## src/rtl/fft_pkg.sv

```systemverilog
`default_nettype none
// ============================================================================
// Package : fft_pkg
// Purpose : Types and constants shared by the 4-point FFT datapath: the
//           sample framer, the fft_n4 wrappers and the output serializer.
// Contents: FFT_N           - points per transform
//           DEFAULT_DATA_W  - default sample width in bits
//           sample_t        - one real sample at the default width
//           frame_idx_t     - position of a sample within a 4-sample frame
// Revision: 1.0 - initial release
// ============================================================================
package fft_pkg;

  localparam int FFT_N          = 4;
  localparam int DEFAULT_DATA_W = 32;

  typedef logic [DEFAULT_DATA_W-1:0] sample_t;
  typedef logic [1:0]                frame_idx_t;

endpackage : fft_pkg
`default_nettype wire

```

## src/rtl/fft4_sample_framer.sv

```systemverilog
`default_nettype none
// ============================================================================
// Module  : fft4_sample_framer
// Purpose : Groups a serial stream of real samples into 4-sample frames
//           (x0..x3, natural order) and presents each frame in parallel on
//           m_a..m_d for the fft_n4 stage. A three-entry fill bank collects
//           x0..x2 while the previous frame is held in the output bank; x3
//           bypasses the fill bank and loads the output bank directly.
// Ports   : clk, rst_n           - clock, asynchronous active-low reset
//           s_valid/s_ready      - input sample handshake
//           s_data, s_sof        - input sample and start-of-frame marker
//           m_valid/m_ready      - output frame handshake
//           m_a, m_b, m_c, m_d   - frame samples x0, x1, x2, x3
//           fill_idx             - samples held in the partial frame (0..3)
//           drop_cnt             - saturating count of discarded partials
// Revision: 1.0 - initial release
// ============================================================================
module fft4_sample_framer
  import fft_pkg::*;
#(
  parameter int DATA_W = DEFAULT_DATA_W,
  parameter int DROP_W = 8
) (
  input  logic              clk,
  input  logic              rst_n,
  input  logic              s_valid,
  output logic              s_ready,
  input  logic [DATA_W-1:0] s_data,
  input  logic              s_sof,
  output logic              m_valid,
  input  logic              m_ready,
  output logic [DATA_W-1:0] m_a,
  output logic [DATA_W-1:0] m_b,
  output logic [DATA_W-1:0] m_c,
  output logic [DATA_W-1:0] m_d,
  output frame_idx_t        fill_idx,
  output logic [DROP_W-1:0] drop_cnt
);

  localparam frame_idx_t LAST_IDX = 2'd3;

  logic [DATA_W-1:0] f0;
  logic [DATA_W-1:0] f1;
  logic [DATA_W-1:0] f2;

  logic in_fire;
  logic out_fire;
  logic frame_load;

  // Only the 4th (non-sof) sample needs the output bank, so the input
  // stalls only when the fill bank is full and the held frame is not
  // leaving this cycle. A sof sample at fill_idx=3 also waits here, which
  // is harmless: it is simply accepted one cycle later.
  assign s_ready    = (fill_idx != LAST_IDX) | ~m_valid | m_ready;
  assign in_fire    = s_valid & s_ready;
  assign out_fire   = m_valid & m_ready;
  assign frame_load = in_fire & ~s_sof & (fill_idx == LAST_IDX);

  // Fill bank and frame position
  always_ff @(posedge clk or negedge rst_n) begin
    if (!rst_n) begin
      f0       <= '0;
      f1       <= '0;
      f2       <= '0;
      fill_idx <= '0;
    end else if (in_fire) begin
      if (s_sof) begin
        // A sof sample always restarts the frame as x0.
        f0       <= s_data;
        fill_idx <= 2'd1;
      end else begin
        case (fill_idx)
          2'd0:    f0 <= s_data;
          2'd1:    f1 <= s_data;
          2'd2:    f2 <= s_data;
          default: ;  // x3 goes straight to the output bank
        endcase
        fill_idx <= (fill_idx == LAST_IDX) ? 2'd0 : fill_idx + 2'd1;
      end
    end
  end

  // Dropped partial-frame counter (saturating)
  always_ff @(posedge clk or negedge rst_n) begin
    if (!rst_n) begin
      drop_cnt <= '0;
    end else if (in_fire && s_sof && (fill_idx != 2'd0) && (drop_cnt != '1)) begin
      drop_cnt <= drop_cnt + DROP_W'(1);
    end
  end

  // Output bank. A load can coincide with an output transfer, in which case
  // m_valid stays high and the new frame replaces the consumed one. A load
  // never happens while a held frame is stalled, because s_ready is low then.
  always_ff @(posedge clk or negedge rst_n) begin
    if (!rst_n) begin
      m_valid <= 1'b0;
      m_a     <= '0;
      m_b     <= '0;
      m_c     <= '0;
      m_d     <= '0;
    end else if (frame_load) begin
      m_valid <= 1'b1;
      m_a     <= f0;
      m_b     <= f1;
      m_c     <= f2;
      m_d     <= s_data;
    end else if (out_fire) begin
      m_valid <= 1'b0;
    end
  end

endmodule : fft4_sample_framer
`default_nettype wire

```

## config.mk

```make
export PLATFORM = sky130hd
export DESIGN_NAME = fft4_sample_framer
export DESIGN_NICKNAME = d
export VERILOG_FILES = /design/src/rtl/fft_pkg.sv /design/src/rtl/fft4_sample_framer.sv
export SDC_FILE = /design/constraint.sdc
export NUM_CORES = 1
export LEC_CHECK = 0
export CORE_UTILIZATION = 51
export CTS_CLUSTER_SIZE = 8
export DETAILED_ROUTE_END_ITERATION = 10
export PLACE_DENSITY = 0.87
export SLEW_MARGIN = 15
export SYNTH_ARGS = -nofsm -noshare
export SYNTH_HDL_FRONTEND = slang
export SYNTH_SLANG_ARGS = --single-unit
export TNS_END_PERCENT = 20
```

## constraint.sdc

```tcl
create_clock -name clk -period 2.04 [get_ports clk]
set_clock_uncertainty 0.15 [all_clocks]
set_input_delay 0.408 -clock clk [delete_from_list [all_inputs] [get_ports clk]]
set_output_delay 0.408 -clock clk [all_outputs]
set_load 0.05 [all_outputs]
```

* After elaboration in Yosys (flattened, before gate mapping)
Cells that the tools add are included.
Operators by class: add/sub/neg operators 2, eq/ne operators 5, multiplexer cells 6, bitwise gates (word level) 8, reductions and logical operators 10
Operators by type and width (number):
- $mux W32 | 2
- $add A8 B1 Y8 const B | 1
- $ne A8 B8 Y1 const B | 1
- $reduce_and A3 Y1 | 2
- $reduce_bool A2 Y1 | 3
- $and A1 B1 Y1 | 4
- $eq A2 B2 Y1 const B | 2
- $mux W2 | 2
- $logic_and A1 B1 Y1 | 3
- $add A2 B1 Y2 const B | 1
- $eq A2 B1 Y1 const B | 1
- $logic_not A2 Y1 | 1
- $mux W1 | 2
- $ne A2 B2 Y1 const B | 1
- $not A1 Y1 | 2
- $or A1 B1 Y1 | 2
- $reduce_and A2 Y1 | 1
Word-level totals: bits in registers 235, input port bits 37, word-level logic and storage cells 41

* Longest topological paths before layout
word-level depth 7, mapped depth 6

* Worst setup path after synthesis
No wires, ideal clock.
path type reg-to-reg, from register fill_idx[0], to register f1[1], arrival 2091 ps, required time 1765 ps, slack -326 ps, stages on the path, launching flop included 7, buffers on the path 1, period minus slack after synthesis 2366 ps, cells stage by stage dfrtp_1 -> ha_1 -> nand3b_4 -> and3_4 -> nand2_2 -> buf_4 -> mux2_2
Between the ends: cells in the longest elaborated chain, start to end 5
RTL lines:
- start: declaration | RTL line fft4_sample_framer.sv:36 | output frame_idx_t fill_idx,
- start signal: assignment | RTL line fft4_sample_framer.sv:78 | fill_idx <= (fill_idx == LAST_IDX) ? 2'd0 : fill_idx + 2'd1;
- $ne A2 B2 Y1 | RTL line fft4_sample_framer.sv:54 | assign s_ready = (fill_idx != LAST_IDX) | ~m_valid | m_ready;
- $or A1 B1 Y1 (2 in a row) | RTL line fft4_sample_framer.sv:54
- via s_ready | RTL line fft4_sample_framer.sv:27 | output logic s_ready,
- $and A1 B1 Y1 | RTL line fft4_sample_framer.sv:55 | assign in_fire = s_valid & s_ready;
- $reduce_and A3 Y1 (no line)
- end signal: assignment | RTL line fft4_sample_framer.sv:74 | 2'd1: f1 <= s_data;
- end: declaration | RTL line fft4_sample_framer.sv:43 | logic [DATA_W-1:0] f1;
The timed path passes the listed nets, and every way through them passes these cells. A chain may end at the register's enable or synchronous reset.

* Final worst setup path
from register fill_idx[0], to output s_ready
Between the ends: cells in the longest elaborated chain, start to end 3
RTL lines (RTL line):
- $ne A2 B2 Y1 | fft4_sample_framer.sv:54
- $or A1 B1 Y1 (2 in a row) | fft4_sample_framer.sv:54
- end: declaration | fft4_sample_framer.sv:27
No other way between the ends.

==> parameters.txt <==
Parameter                              Value

Finish
  Proportion of layout cells with a drive suffix above 1 ... a little over half
  Register Area ... ~5900 µm²
  Area growth from synthesis to layout ... 32.5%
  Commonest cells after routing, fill and taps aside ... dfrtp_1 (232), mux2_2 (215), buf_4 (128)
  Multi-input logic area ... 2890 µm²
  Filler-free cell count of the finished design ... 984
  Final Util ... 68.9%
  Number of fill cells in the layout ... around 1.1k
  Fin nets ... 798
  Most common library cell in the layout ignoring fill and taps ... dfrtp_1
  Number of diodes ... 0

STA
  Setup TNS after final layout ... -0.0350 ns
  Worst relative slew slack ... between 60% and 70%
  Worst hold slack after final layout ... 0.195 ns
  # setup viols final ... 1
  Final hold violation count ... 0
  Peak clock frequency supported by timing ... between 400 and 500 MHz
  Period utilization ... 102%
  Tmin final ... approximately 2.1 ns
  Final worst slack ... -0.0350 ns
  Worst Tran Pin Value ... between 0.5 and 0.6 ns
  RSZ-0062 raised after global routing ... yes
  Pins over their slew limit ... 0

Critical path
  Kind of critical path ... flip-flop to output pin
  Kind of cell adding the most delay to the critical path ... flip-flops
  Startpoint of the worst-slack reg-to-reg timing path ... fill_idx[0]
  Reg2reg setup slack ... 0.05 ns
  Standard cell with the maximum stage delay on the critical path ... dfrtp_2
  Sequence of cells on the critical path ... buf_6 -> ha_4 -> nand3b_4 -> buf_6 -> buf_12
  Count of cells along the worst register-to-register path ... 8
  Data required time of the critical path ... between 1 and 1.5 ns
  Maximum fanout encountered on the critical timing path ... 5
  Critical R2R Capture ... f1[31]
  Buffers and inverters on the worst path ... 3
  Type of element launching the critical path ... flip-flop
  Max stage delay on crit path ... just over 0.4 ns
  Sort of element at the end of the critical path ... output pin
  Worst endpoint data arrival time ... between 1.5 and 2 ns
  Cell with the most instances on the worst path ... buf_6

Power
  Share of total power consumed by net switching ... 41.6%
  Share of power burned in the clock network ... about 22%
  Part of the power in registers ... 35.5%
  Comb power frac ... between 40% and 50%
  Worst vdd rail ir drop ... 0.00120 V
  Power density over the cells ... between 1500 and 2000 nW/µm²
  Static leakage ... ~5.7 nW
  Net switching power ... about 9.2 mW
  P_int ... about 13 mW

Place
  PortBufs ... ~180
  DP Wirelength ... roughly 13 mm
  Number of placed instances, taps included ... 937
  Weighted congestion at the end of routability-driven global placement ... 0.801

Yosys
  Sequential area share after synthesis ... around two thirds
  Post-synthesis cell type count ... 26
  Flops & latches, synth ... about 240
  Per-instance average area after synthesis ... 16.8 µm²
  Post-Synthesis Cells ... about 530
  Net Count, Synth ... 575
  Area of the mapped netlist ... 8970 µm²
  Yosys warning total ... 0

Route
  Wire length per cell after detailed routing ... 20.0 µm
  First-pass iteration count of the detailed router ... 5
  Wire length after detailed routing ... 19.7 mm
  Vias per Instance ... 5.42
  Number of nets with antenna violations after routing ... 0
  Total vias in the final route ... around 5.3k
  DRC errors left ... 0
  Number of violations reported at the end of detailed-routing iteration 0 ... ~190

Floorplanning
  Die Height ... between 100 and 150 µm
  Starting utilization of the core area ... between 50% and 60%
  Area of the core ... 17200 µm²
  Die Outline Area ... about 18000 µm²
  Count of standard-cell rows ... 48
  # IOs ... approximately 180
  Chip Width ... approximately 130 µm

CTS
  TritonCTS clock tree ... built
  Clock root buffer ... clkbuf_16
  Number of buffers on the longest clock path ... 3
  Number of buffers created by CTS ... 35
  Register clock-pin slew on the reported worst setup and hold paths ... 0.05 ns
  Number of levels the H-tree was split into ... 2
  Clock Latency Late Sink ... roughly 0.5 ns
  Clock sink count ... between 200 and 250

GRT
  Global route overflow ... 0
  Initial antenna violation count ... 0
  First-pass GRT wire length ... around 31 mm
  Total global routing track utilization ... between 20% and 30%
  Via count of the first global-routing pass ... between 5k and 6k
  Maximum number of pins on one net before global-route repair ... 64

Outcome
  Run status ... complete, but fails checks
  Violations in the final reports ... negative setup slack

Min path
  Path class of the lowest-slack min-delay path ... input port to async pin

Flow run
  Max_cap viols ... 0
==> synth_stat cells <==
cell type,number,area (µm²)
inv_1,4,15.0
buf_6,10,113
and4_1,1,8.76
nand2b_1,2,12.5
xnor2_1,1,8.76
mux2_2,215,2420
nand2_1,6,22.5
buf_2,3,15.0
nor2_1,5,18.8
nand2_2,2,12.5
nand4_1,3,18.8
a41o_1,1,10.0
o21ai_0,1,5.00
and3b_1,1,8.76
a21oi_1,3,15.0
mux2_1,14,158
xor2_1,2,17.5
buf_4,10,75.1
nand3_1,3,15.0
and3_4,1,11.3
dfrtp_1,235,5880
nor3_1,2,10.0
and2_1,1,6.26
nand3b_4,1,20.0
ha_1,5,62.6
o211ai_1,1,7.51
==> routing by layer <==
metal  track usage (%)  vias to the layer above  part of all wire, %
li1                  -                     2323                    -
met1              27.3                     2794                   40
met5                 0                        -                    0
met2              38.9                      174                   52
met3              6.04                       42                  5.6
met4              6.62                        0                  2.4
==> power groups by stage <==
stage / logic, mW / registers (mW) / clock network, mW
global route: 9.75 / 8.10 / 5.27
CTS: 9.42 / 7.88 / 5.07
detailed placement: 9.54 / 7.90 / 0
global placement: 9.31 / 7.71 / 0
finish: 9.37 / 7.88 / 4.96
floorplan: 2.05 / 12.1 / 0
==> area by class of cell <==
class                      instances  area share, %
inverter                           4          0.126
multi-input combinational        271           24.3
sequential                       235           49.5
tap                              225           2.37
clock inverter                     4          0.527
timing repair buffer             209           15.7
clock buffer                      36           7.40
==> worst max path at each step <==
stage | from | end | depth (start not counted)
final | fill_idx[0] | s_ready | 5
after global routing | fill_idx[0] | s_ready | 5
after CTS | fill_idx[0] | s_ready | 5
after detailed placement | s_sof | m_a[7] | 6
after global placement | s_sof | f0[3] | 4
after floorplan | fill_idx[0] | f0[10] | 5
==> logic make-up (layout without fill, tap and decap cells) <==
family | count (synthesis) | after routing | synth area share (%)
DFF | 235 | 235 | 65.6
xor gates and xnor gates | 3 | 3 | 0.293
and+or+nand+nor | 28 | 28 | 1.84
muxes | 229 | 229 | 28.8
buffers and inverters | 27 | 253 | 2.43
AOI/OAI and AO/OA | 6 | 6 | 0.418
adders and majority gates | 5 | 5 | 0.698
==> registers in the layout, summed over array words and instances (netlist names) <==
| register | count |
|---|---|
| m_valid | 1 |
| f1 | 32 |
| f2 | 32 |
| m_a | 32 |
| m_d | 32 |
| m_b | 32 |
| drop_cnt | 8 |
| f0 | 32 |
| m_c | 32 |
| fill_idx | 2 |
==> metrics by stage <==
| step | area, µm² | power, mW | setup slack [ns] |
|---|---|---|---|
| global route | 11900 | 23.1 | -0.0816 |
| detailed placement | 10900 | 17.4 | -0.262 |
| floorplan | 9010 | 14.1 | -0.0337 |
| CTS | 11800 | 22.4 | -0.0840 |
| finish | 11900 | 22.2 | -0.0350 |
| global placement | 10900 | 17.0 | -0.143 |
==> timing repair <==
action / 4_1_cts / 5_1_grt
setup buffers: 0 / 6
setup endpoints to repair: 30 / 20
resized for setup: 32 / 2
hold buffers: 1 / 0
endpoints found under the hold margin: 198 / 0
pin swaps: 0 / 0
(Power assumes the default switching activity.)
